===== src/rtl/seg_pkg.sv =====
// Shared constants and FSM state encoding for the multiplexed seven-segment driver.
package seg_pkg;

    localparam logic [6:0] SEG_BLANK = 7'h7F;
    localparam int         DIGIT_W   = 8;

    typedef logic [1:0] seg_state_t;

    localparam seg_state_t ST_IDLE  = 2'd0;
    localparam seg_state_t ST_BLANK = 2'd1;
    localparam seg_state_t ST_SHOW  = 2'd2;

endpackage


===== src/rtl/seg_strobe_timer.sv =====
// Slot timer: counts 0..i_limit and pulses o_tick on the terminal cycle while running.
module seg_strobe_timer
    import seg_pkg::*;
#(
    parameter int CNT_W = 32
) (
    input  logic             i_clk,
    input  logic             i_rst_n,
    input  logic             i_run,
    input  logic [CNT_W-1:0] i_limit,
    output logic [CNT_W-1:0] o_cnt,
    output logic             o_tick
);

    logic [CNT_W-1:0] r_cnt;

    // >= so that lowering the limit mid-slot closes the slot on the next cycle
    assign o_tick = i_run && (r_cnt >= i_limit);
    assign o_cnt  = r_cnt;

    always_ff @(posedge i_clk or negedge i_rst_n) begin
        if (!i_rst_n) begin
            r_cnt <= '0;
        end else if (!i_run || o_tick) begin
            r_cnt <= '0;
        end else begin
            r_cnt <= r_cnt + 1'b1;
        end
    end

endmodule


===== src/rtl/seg_mux_driver.sv =====
// Multiplexed seven-segment scanner with dead-time blanking and PWM brightness.
// Optional per-digit blinking is built only when SEG_BLINK_EN is defined.
module seg_mux_driver
    import seg_pkg::*;
#(
    parameter int NUM_DIGITS   = 4,
    parameter int CNT_W        = 32,
    parameter int BLANK_CYCLES = 16,
    parameter int BLINK_SCANS  = 256
) (
    input  logic                          CLK,
    input  logic                          RSTN,
    input  logic                          enable,
    input  logic [CNT_W-1:0]              cyclesPerStrobe,
    input  logic [3:0]                    brightness,
    input  logic [DIGIT_W*NUM_DIGITS-1:0] digits,
    input  logic [NUM_DIGITS-1:0]         blinkMask,
    output logic [6:0]                    SegOut,
    output logic                          DpOut,
    output logic [NUM_DIGITS-1:0]         AnOut,
    output logic                          scanDone
);

    // state | meaning
    // IDLE  | scanning disabled, counters and index held at 0, outputs dark
    // BLANK | dead time at the start of a slot, outputs dark
    // SHOW  | captured digit driven, anode gated by PWM

    localparam int IDX_W = $clog2(NUM_DIGITS);

    seg_state_t             r_state;
    seg_state_t             w_state_next;
    seg_state_t             w_slot_state;
    logic [IDX_W-1:0]       r_idx;
    logic [IDX_W-1:0]       w_idx_next;
    logic [IDX_W-1:0]       w_slot_idx;
    logic [DIGIT_W-1:0]     r_byte;
    logic [DIGIT_W-1:0]     w_byte;
    logic [3:0]             r_pwm;
    logic [6:0]             r_seg;
    logic                   r_dp;
    logic [NUM_DIGITS-1:0]  r_an;
    logic [NUM_DIGITS-1:0]  w_an_next;
    logic                   r_scan_done;
    logic [CNT_W-1:0]       w_cnt;
    logic                   w_tick;
    logic                   w_run;
    logic                   w_last;
    logic                   w_wrap;
    logic                   w_slot_start;
    logic                   w_show;
    logic                   w_blink_dark;

    assign w_run = enable && (r_state != ST_IDLE);

    seg_strobe_timer #(
        .CNT_W (CNT_W)
    ) u_strobe_timer (
        .i_clk   (CLK),
        .i_rst_n (RSTN),
        .i_run   (w_run),
        .i_limit (cyclesPerStrobe),
        .o_cnt   (w_cnt),
        .o_tick  (w_tick)
    );

    assign w_last       = (r_idx == IDX_W'(NUM_DIGITS - 1));
    assign w_wrap       = w_tick && w_last;
    assign w_idx_next   = w_last ? '0 : r_idx + 1'b1;
    assign w_slot_state = (BLANK_CYCLES == 0) ? ST_SHOW : ST_BLANK;
    assign w_slot_start = enable && ((r_state == ST_IDLE) || w_tick);
    assign w_slot_idx   = (r_state == ST_IDLE) ? '0 : w_idx_next;
    assign w_byte       = digits[int'(w_slot_idx)*DIGIT_W +: DIGIT_W];
    assign w_show       = enable && (r_state == ST_SHOW);

    always_comb begin
        w_state_next = r_state;
        if (!enable) begin
            w_state_next = ST_IDLE;
        end else begin
            case (r_state)
                ST_IDLE:  w_state_next = w_slot_state;
                ST_BLANK: begin
                    if (w_tick) begin
                        w_state_next = w_slot_state;
                    end else if (({1'b0, w_cnt} + 1'b1) == (CNT_W+1)'(BLANK_CYCLES)) begin
                        w_state_next = ST_SHOW;
                    end
                end
                ST_SHOW:  if (w_tick) w_state_next = w_slot_state;
                default:  w_state_next = ST_IDLE;
            endcase
        end
    end

    always_ff @(posedge CLK or negedge RSTN) begin
        if (!RSTN) begin
            r_state <= ST_IDLE;
            r_idx   <= '0;
            r_byte  <= {1'b1, SEG_BLANK};
            r_pwm   <= '0;
        end else begin
            r_state <= w_state_next;
            r_pwm   <= r_pwm + 1'b1;
            if (!enable) begin
                r_idx <= '0;
            end else if (w_tick) begin
                r_idx <= w_idx_next;
            end
            if (w_slot_start) begin
                r_byte <= w_byte;
            end
        end
    end

`ifdef SEG_BLINK_EN
    localparam int SC_W = (BLINK_SCANS > 1) ? $clog2(BLINK_SCANS) : 1;

    logic [SC_W-1:0] r_scans;
    logic            r_phase;

    always_ff @(posedge CLK or negedge RSTN) begin
        if (!RSTN) begin
            r_scans <= '0;
            r_phase <= 1'b0;
        end else if (!enable) begin
            r_scans <= '0;
            r_phase <= 1'b0;
        end else if (w_wrap) begin
            if (r_scans == SC_W'(BLINK_SCANS - 1)) begin
                r_scans <= '0;
                r_phase <= ~r_phase;
            end else begin
                r_scans <= r_scans + 1'b1;
            end
        end
    end

    assign w_blink_dark = r_phase && blinkMask[r_idx];
`else
    // mask and scan count are referenced only to keep the port; this folds to zero
    assign w_blink_dark = 1'b0 && (|blinkMask) && (BLINK_SCANS > 0);
`endif

    always_comb begin
        w_an_next = '1;
        if (w_show && (r_pwm < brightness) && !w_blink_dark) begin
            w_an_next[r_idx] = 1'b0;
        end
    end

    always_ff @(posedge CLK or negedge RSTN) begin
        if (!RSTN) begin
            r_seg       <= SEG_BLANK;
            r_dp        <= 1'b1;
            r_an        <= '1;
            r_scan_done <= 1'b0;
        end else begin
            r_seg       <= w_show ? r_byte[6:0] : SEG_BLANK;
            r_dp        <= w_show ? r_byte[7] : 1'b1;
            r_an        <= w_an_next;
            r_scan_done <= w_wrap;
        end
    end

    assign SegOut   = r_seg;
    assign DpOut    = r_dp;
    assign AnOut    = r_an;
    assign scanDone = r_scan_done;

endmodule

===== config.mk =====
export PLATFORM = sky130hd
export DESIGN_NAME = seg_mux_driver
export DESIGN_NICKNAME = d
export VERILOG_FILES = /design/src/rtl/seg_pkg.sv /design/src/rtl/seg_strobe_timer.sv /design/src/rtl/seg_mux_driver.sv
export SDC_FILE = /design/constraint.sdc
export NUM_CORES = 1
export LEC_CHECK = 0
export ABC_AREA = 1
export CAP_MARGIN = 20
export CORE_AREA = 2 2 91 111
export DETAILED_ROUTE_END_ITERATION = 12
export DIE_AREA = 0 0 93 113
export GPL_ROUTABILITY_DRIVEN = 0
export MAX_ROUTING_LAYER = met4
export PLACE_DENSITY = 0.79
export SLEW_MARGIN = 40
export SYNTH_ARGS = -nofsm -noshare
export SYNTH_HDL_FRONTEND = slang
export SYNTH_SLANG_ARGS = --single-unit

===== constraint.sdc =====
create_clock -name CLK -period 1.73 [get_ports CLK]
set_input_delay 0.346 -clock CLK [delete_from_list [all_inputs] [get_ports CLK]]
set_output_delay 0.346 -clock CLK [all_outputs]
set_load 0.02 [all_outputs]

==> metrics.md, run 1 <==
| Metric | Value |
|---|---|
| Leakage | `3.47 nW` |
| Power per standard cell area | `660 mW/mm2` |
| CP startpoint | `u_strobe_timer.o_cnt[9]` |
| Post-synth top cells | `nand2_1, nor2_1, inv_1` |
| CP cell instances | `buf_6 > ha_4 > nand2_1 > nor2_2 > nand2_2 > inv_1 > nand2_1 > nand2_2 > nand2_4 > nand3_4 > buf_6 > nand2_8 > o211ai_1 > inv_1 > nand2_1 > inv_1` |
| Critical path data required time | `1960 ps` |
| DR WL met2 | `8440 um` |
| Max Fclk | `0.454 GHz` |
| Ys flop type | `dfrtp_1` |
| Synth unique cells | `35` |
| Worst Tran Pin Value | `625 ps` |
| Share of cells above drive strength 1 | `40.3%` |
| Syn Area/Cell | `7.10 um2` |
| H-tree depth | `3` |
| Post-synthesis sequential area ratio | `35.0%` |
| Post-layout min period | `2200 ps` |
| Crit Path Max Fanout | `5` |
| Placed Instances | `934` |
| ANT cells | `0` |
| Fillers | `539` |
| Endpoints failing setup | `49` |
| Setup slack after layout | `-472 ps` |
| Warnings, synthesis | `0` |
| Crit path kind | `reg2reg` |
| TritonCTS buffer count | `9` |
| Startpoint types | `register` |
| VDD IR max | `0.637 mV` |
| Fin crit share | `127%` |
| Post-Route WL | `16200 um` |
| R2R setup slack | `-470 ps` |
| Hpwl dp | `9390 um` |
| Final core utilization | `79.9%` |
| DIE WIDTH | `93 um` |
| Tightest hold margin | `6.05 ps` |
| Clock sink total | `61` |
| CP max stage delay | `400 ps` |
| Final nets | `960` |
| Element type at the critical path end | `register` |
| Drt first-iter violations | `541` |
| EDFF count, synth | `0` |
| Syn Inst Count | `624` |
| # DRC | `0` |
| Reg clk slew, reported paths | `50 ps` |
| Failing checks | `negative setup slack` |
| CTS tree | `done` |
| DR pass1 iterations | `11` |
| WL/cell | `16.7 um` |
| Clock root cell | `clkbuf_16` |
| Largest net degree at the start of global routing | `62` |
| Final hold vios | `0` |
| Worst R2R Start | `u_strobe_timer.o_cnt[9]` |
| Antenna Nets Post-Route | `0` |
| IO Port Bufs | `83` |
| Fin cells | `971` |
| Vias in the first global route | `5348` |
| Crit path DAT | `2430 ps` |
| Synthesized area | `0.00443 mm2` |
| Slowest-stage cell, CP | `dfrtp_1` |
| I/O Pins | `88` |
| # hold bufs at CTS | `0` |
| Row Count | `39` |
| Vias per inst | `5.49` |
| Post-synth top area cell | `dfrtp_1` |
| Syn Nets | `741` |
| Aggregate global routing overflow | `0` |
| Max Clock Skew | `4.71 ps` |
| Max Cap Viol | `0` |
| Post-synth top area share | `23.1%` |
| Met3 wire length | `1240 um` |
| Relative max-transition margin | `58.2%` |
| Synth async-reset ratio | `100%` |
| Clk Latency, worst-skew pair | `340 ps` |
| Fin. max-slew vios | `0` |
| Top-count cell post-synth | `nand2_1` |
| GR Util All Layers | `28.8%` |
| DR vias | `5326` |
| Top cells by area, synth | `dfrtp_1, nand2_1, dfstp_2, ha_1, nor2_1` |
| Die Height | `113 um` |
| Status | `finished with violations` |
| FF+latch count, synth | `61` |
| Die ar. | `0.0105 mm2` |
| Top layer in use | `met4` |
| Area growth, synth to finish | `68.9%` |
| Initial Utilization | `47.3%` |
| CTS max path bufs | `2` |
| Met1 WL | `5500 um` |
| Antenna violations before repair | `0` |
| Core Area | `0.00937 mm2` |
| RSZ-0062 raised after global routing | `yes` |
| Worst min path class | `in2async` |
| Global-route wire length before repair | `23600 um` |
==> worst max-delay path, delay by kind of cell, from the launching register on <==
kind	cells	cell delay, ps
flops	1	400
buf+inv	5	500
fa+ha+maj	1	260
simple gates	9	820
compound gates	1	110
==> cell type report <==
cell class              instances  area, um2  area share (%)
multi-input cells             471       3270            43.6
flip-flops and latches         61       1560            20.8
inverters                      86        323            4.31
clock inverters                 3       17.5           0.234
well taps                     123        154            2.06
clock buffers                  13        260            3.48
repair buffers                214       1910            25.5
==> path summary, 6_finish.rpt <==
path,end,cells past startpoint
worst max register to register,r_state[1],16
worst min register to register,r_byte[4],2
worst min-delay path,u_strobe_timer.o_cnt[18],2
worst max-delay path,r_state[1],16
min in group CLK,r_byte[4],2
max in group asynchronous,SegOut[5],2
==> power by group <==
| group | total [W] | switching, W | internal [W] |
|---|---|---|---|
| combinational | 0.00144 | 0.000756 | 0.000680 |
| clock | 0.00170 | 0.000656 | 0.00105 |
| sequential | 0.00180 | 0.000151 | 0.00165 |
| total | 0.00494 | 0.00156 | 0.00338 |
==> cell families (layout without fill, tap and decap cells) <==
logic type,count (synthesis),after routing,synth area share [%]
fa+ha+maj,42,42,11.9
simple gates,348,348,34.0
flops,61,61,35.0
xor+xnor,6,6,1.19
buf+inv,92,316,7.99
compound gates,75,75,9.99
==> metrics by stage <==
step                      power [W]  instance area (um2)  worst slack [ps]  setup TNS [ps]
after floorplan             0.00230                 4480              -109            -706
after global placement      0.00270                 6280              -701          -27880
after detailed placement    0.00276                 6280              -795          -32280
after CTS                   0.00457                 7080              -305          -11360
after global routing        0.00514                 7490              -563          -19780
final                       0.00494                 7490              -472          -16970
==> flip-flops by register name (all words and copies together), names as in the netlist <==
register	count
AnOut	4
DpOut	1
r_byte	8
r_state	2
r_idx	2
scanDone	1
u_strobe_timer.o_cnt	32
SegOut	7
r_pwm	4
==> per-layer routing <==
metal / vias up / GRT usage, %
met2: 316 / 54.5
met1: 2496 / 28.8
met4: 0 / 12.1
li1: 2412 / -
met3: 102 / 4.86
met5: - / -
==> layout by cell type, fill, tap and decap left out, types with 16 or more instances in the layout <==
cell	n
a21oi_2	19
buf_4	117
clkdlybuf4s50_1	55
dfrtp_1	37
dfstp_2	20
dlygate4sd2_1	24
ha_1	22
ha_4	20
inv_1	70
inv_2	16
nand2_1	138
nand2_2	32
nor2_1	80
nor2_2	27
nor2_4	16
==> repair_timing <==
item	in CTS	in global routing
pin swaps	52	31
gates cloned	1	3
resized for setup	126	87
setup endpoints to repair	61	49
setup buffers	14	3
Note: power is estimated with default switching activity, not from simulation.
==> run 2, diff against run 1 <==
ABC_AREA = not set   (was 1)
CORE_AREA = 2 2 86 104   (was 2 2 91 111)
DIE_AREA = 0 0 88 106   (was 0 0 93 113)
PLACE_DENSITY = 0.81   (was 0.79)
clock period = 2.1 ns   (was 1.73 ns; I/O delays follow)
==> run 2 against run 1 <==
  * Die area down 11%
  * Count of clock-buffer cells in the layout rose by 3
  * Cell count is 16% lower
  * Sequential power is 31% lower
  * The flow still finishes with violations (negative setup slack)
  * Critical path type unchanged
  * Synthesized cell count decreased by 24%
  * Largest cell class unchanged
==> metrics.md, run 2 <==
| Metric | Value |
|---|---|
| Pre-CTS setup slack | `-1080 ps (-285 ps)` |
| CP cell instances | `ha_4 > a211oi_2 > o21bai_1 > a2111oi_4 > o221ai_4 > nor2_4 > nand3_4 > buf_12 > buf_12 > a21oi_4` |
| Setup slack after layout | `-670 ps (-198 ps)` |
| Worst min path class | `reg2reg` |
| Status | `finished with violations` |
| Clock root cell | `clkbuf_8` |
| Vias in the first global route | `5438 (+1.7%)` |
| Synthesized area | `0.00421 mm2 (-5.0%)` |
| Final hold vios | `0 (unchanged)` |
| TritonCTS buffer count | `9 (unchanged)` |
| Final Cell Area | `0.00728 mm2 (-2.8%)` |
| Global-route wire length before repair | `27200 um (+15%)` |
| R2R setup slack | `-670 ps (-200 ps)` |
| Post-synth top area cell | `dfrtp_1` |
| Post-synth top cells | `inv_1, nand2_1, nor2_1` |
| EDFF count, synth | `0 (unchanged)` |
| Most frequent cells in the layout | `buf_4, clkdlybuf4s50_1, inv_1` |
| Vias per inst | `6.48 (+18%)` |
| Worst R2R Start | `u_strobe_timer.o_cnt[25]` |
| GR Util All Layers | `39.1% (+10 points)` |
| Post-layout min period | `2770 ps (+568 ps)` |
| Antenna Nets Post-Route | `0 (unchanged)` |
| I/O Pins | `88 (unchanged)` |
| Clock sink total | `61 (unchanged)` |
| Endpoints failing setup | `45 (-8.2%)` |
| Ys flop type | `dfrtp_1` |
| Clk Latency, worst-skew pair | `370 ps (+30 ps)` |
| CP startpoint | `u_strobe_timer.o_cnt[25]` |
| Worst Path Buf+Inv | `2 (-3)` |
| DR pass1 iterations | `6 (-5)` |
| Crit-path leading delay family | `compound AO/OA/AOI/OAI gates` |
| Syn Area/Cell | `8.83 um2 (+24%)` |
| Max Clock Skew | `11.2 ps (+6.53 ps)` |
| CTS tree | `done` |
| Relative max-transition margin | `56.7% (-1.5 points)` |
| Final nets | `811 (-16%)` |
| Synth async-reset ratio | `100% (unchanged)` |
| Power per standard cell area | `390 mW/mm2 (-41%)` |
| Fin crit share | `132% (+4.6 points)` |
| Share of cells above drive strength 1 | `42.9% (+2.6 points)` |
| Hpwl dp | `9330 um (-0.66%)` |
| Max Cap Viol | `0 (unchanged)` |
| Post-Route WL | `19400 um (+20%)` |
| Internal power | `0.00207 W (-39%)` |
| Sequential share of power | `43.8% (+7.3 points)` |
| Startpoint types | `register` |
| Area growth, synth to finish | `72.8%` |
| CTS max path bufs | `2 (unchanged)` |
| Crit path DAT | `3060 ps (+630 ps)` |
| Post-synthesis sequential area ratio | `36.8% (+1.8 points)` |
| Most used cell, CP | `buf_12` |
| ANT cells | `0 (unchanged)` |
| Failing checks | `negative setup slack` |
| Worst reg2reg path depth | `10 (-6)` |
| Initial Utilization | `50.3% (+3.0 points)` |
| DIE WIDTH | `88 um (-5.4%)` |
| Synth unique cells | `57 (+63%)` |
| Psw | `0.000771 W (-51%)` |
| Syn Nets | `594 (-20%)` |
| Antenna violations before repair | `0 (unchanged)` |
| WL/cell | `23.7 um (+42%)` |
| CP max stage delay | `610 ps (+210 ps)` |
| Fillers | `366 (-32%)` |
| Slowest-stage cell, CP | `a2111oi_4` |
| Worst Tran Pin Value | `647 ps (+22.4 ps)` |
| Syn Inst Count | `477 (-24%)` |
| RSZ-0062 raised after global routing | `yes` |
| Commonest non-fill, non-tap cell in the layout | `buf_4` |
| Critical path data required time | `2390 ps (+430 ps)` |
| Row Count | `37 (-5.1%)` |
| Top cells by area, synth | `dfrtp_1, dfstp_2, ha_1, inv_1, nand2_1` |
| Leakage | `3.12 nW (-10%)` |
| Sw Ratio | `27.2% (-4.5 points)` |
| Die Height | `106 um (-6.2%)` |
| Reg clk slew, reported paths | `70 ps (+20 ps)` |
| VDD IR max | `0.553 mV (-13%)` |
| RR Endpoint | `u_strobe_timer.o_cnt[27]` |
| Worst setup path end | `u_strobe_timer.o_cnt[27]` |
| Drt first-iter violations | `629 (+16%)` |
| # DRC | `0 (unchanged)` |
| Levels on crit path | `10 (-6)` |
| DR vias | `5288 (-0.71%)` |
| Aggregate global routing overflow | `0 (unchanged)` |
| Crit path kind | `reg2reg` |
| H-tree depth | `3 (unchanged)` |
| Crit Path Max Fanout | `4 (-1)` |
| Comb pwr share | `16.4% (-13 points)` |
| Final core utilization | `86.9% (+7.0 points)` |
| Element type at the critical path end | `register` |
| FF+latch count, synth | `61 (unchanged)` |
| Max Fclk | `0.361 GHz (-21%)` |
| Fin. max-slew vios | `0 (unchanged)` |
| Core Area | `0.00838 mm2 (-11%)` |
| Largest net degree at the start of global routing | `33 (-47%)` |
| Post-synth top area share | `24.4% (+1.2 points)` |
| Largest register FFs | `32 (unchanged)` |
| Die ar. | `0.00933 mm2 (-11%)` |
| Clock power share | `39.8% (+5.3 points)` |
| Area post-placement | `0.00599 mm2 (-4.6%)` |
| IO Port Bufs | `83 (unchanged)` |
| Warnings, synthesis | `0 (unchanged)` |
run 2: metal layers:
layer  GRT usage [%]  up-vias  wire length (um)
li1                -     2147                 -
met1            42.5     2496              6570
met2            63.4      447              9100
met3            9.08      198              1870
met4            24.5        0              1840
met5               -        -                 0
run 2: worst min path at each step:
| stage | from | to | slack [ps] | depth (start not counted) |
|---|---|---|---|---|
| detailed placement | RSTN | u_strobe_timer.o_cnt[30] | 350 | 1 |
| floorplan | RSTN | r_idx[0] | 120 | 0 |
| global placement | RSTN | u_strobe_timer.o_cnt[30] | 350 | 1 |
| CTS | r_byte[0] | r_byte[0] | 470 | 2 |
| global route | r_pwm[3] | r_pwm[3] | 490 | 1 |
| finish | r_pwm[3] | r_pwm[3] | 480 | 1 |
run 2: cell type report:
cell class                      instances  area, um2  share of cell area, %
Multi-Input combinational cell        357       3190                   43.9
Timing Repair Buffer                  218       2000                   27.5
Sequential cell                        61       1560                   21.4
Clock buffer                           16        201                   2.77
Inverter                               47        176                   2.42
Tap cell                              117        146                   2.01
run 2: power by group through the flow:
| stage | sequential [W] | clock (W) | combinational, W |
|---|---|---|---|
| CTS | 0.00123 | 0.00107 | 0.000420 |
| global route | 0.00124 | 0.00116 | 0.000492 |
| detailed placement | 0.00125 | 0 | 0.000312 |
| finish | 0.00124 | 0.00113 | 0.000465 |
| global placement | 0.00125 | 0 | 0.000297 |
| floorplan | 0.00125 | 0 | 0.000113 |
run 2: cells by family after synthesis:
kind of cell	synth area share (%)
simple gates	25.9
compound gates	13.1
flops	36.8
buf+inv	5.67
fa+ha+maj	12.5
xor+xnor	6.03
run 2: repair_timing:
| action | 4_1_cts | 5_1_grt |
|---|---|---|
| gates resized for setup | 138 | 51 |
| gates cloned | 6 | 0 |
| endpoints found under the hold margin | 4 | 0 |
| setup buffers | 31 | 4 |
| pin swaps | 38 | 15 |
| hold buffers | 1 | 0 |
| setup endpoints to repair | 45 | 45 |
run 2: metrics by stage:
step	std cells	setup TNS (ps)	hold WS, ps	power [W]
floorplan	477	-7960	124	0.00136
finish	816	-27220	482	0.00284
CTS	817	-14560	468	0.00272
global route	816	-38130	491	0.00290
global placement	763	-40000	348	0.00155
detailed placement	763	-45540	352	0.00156
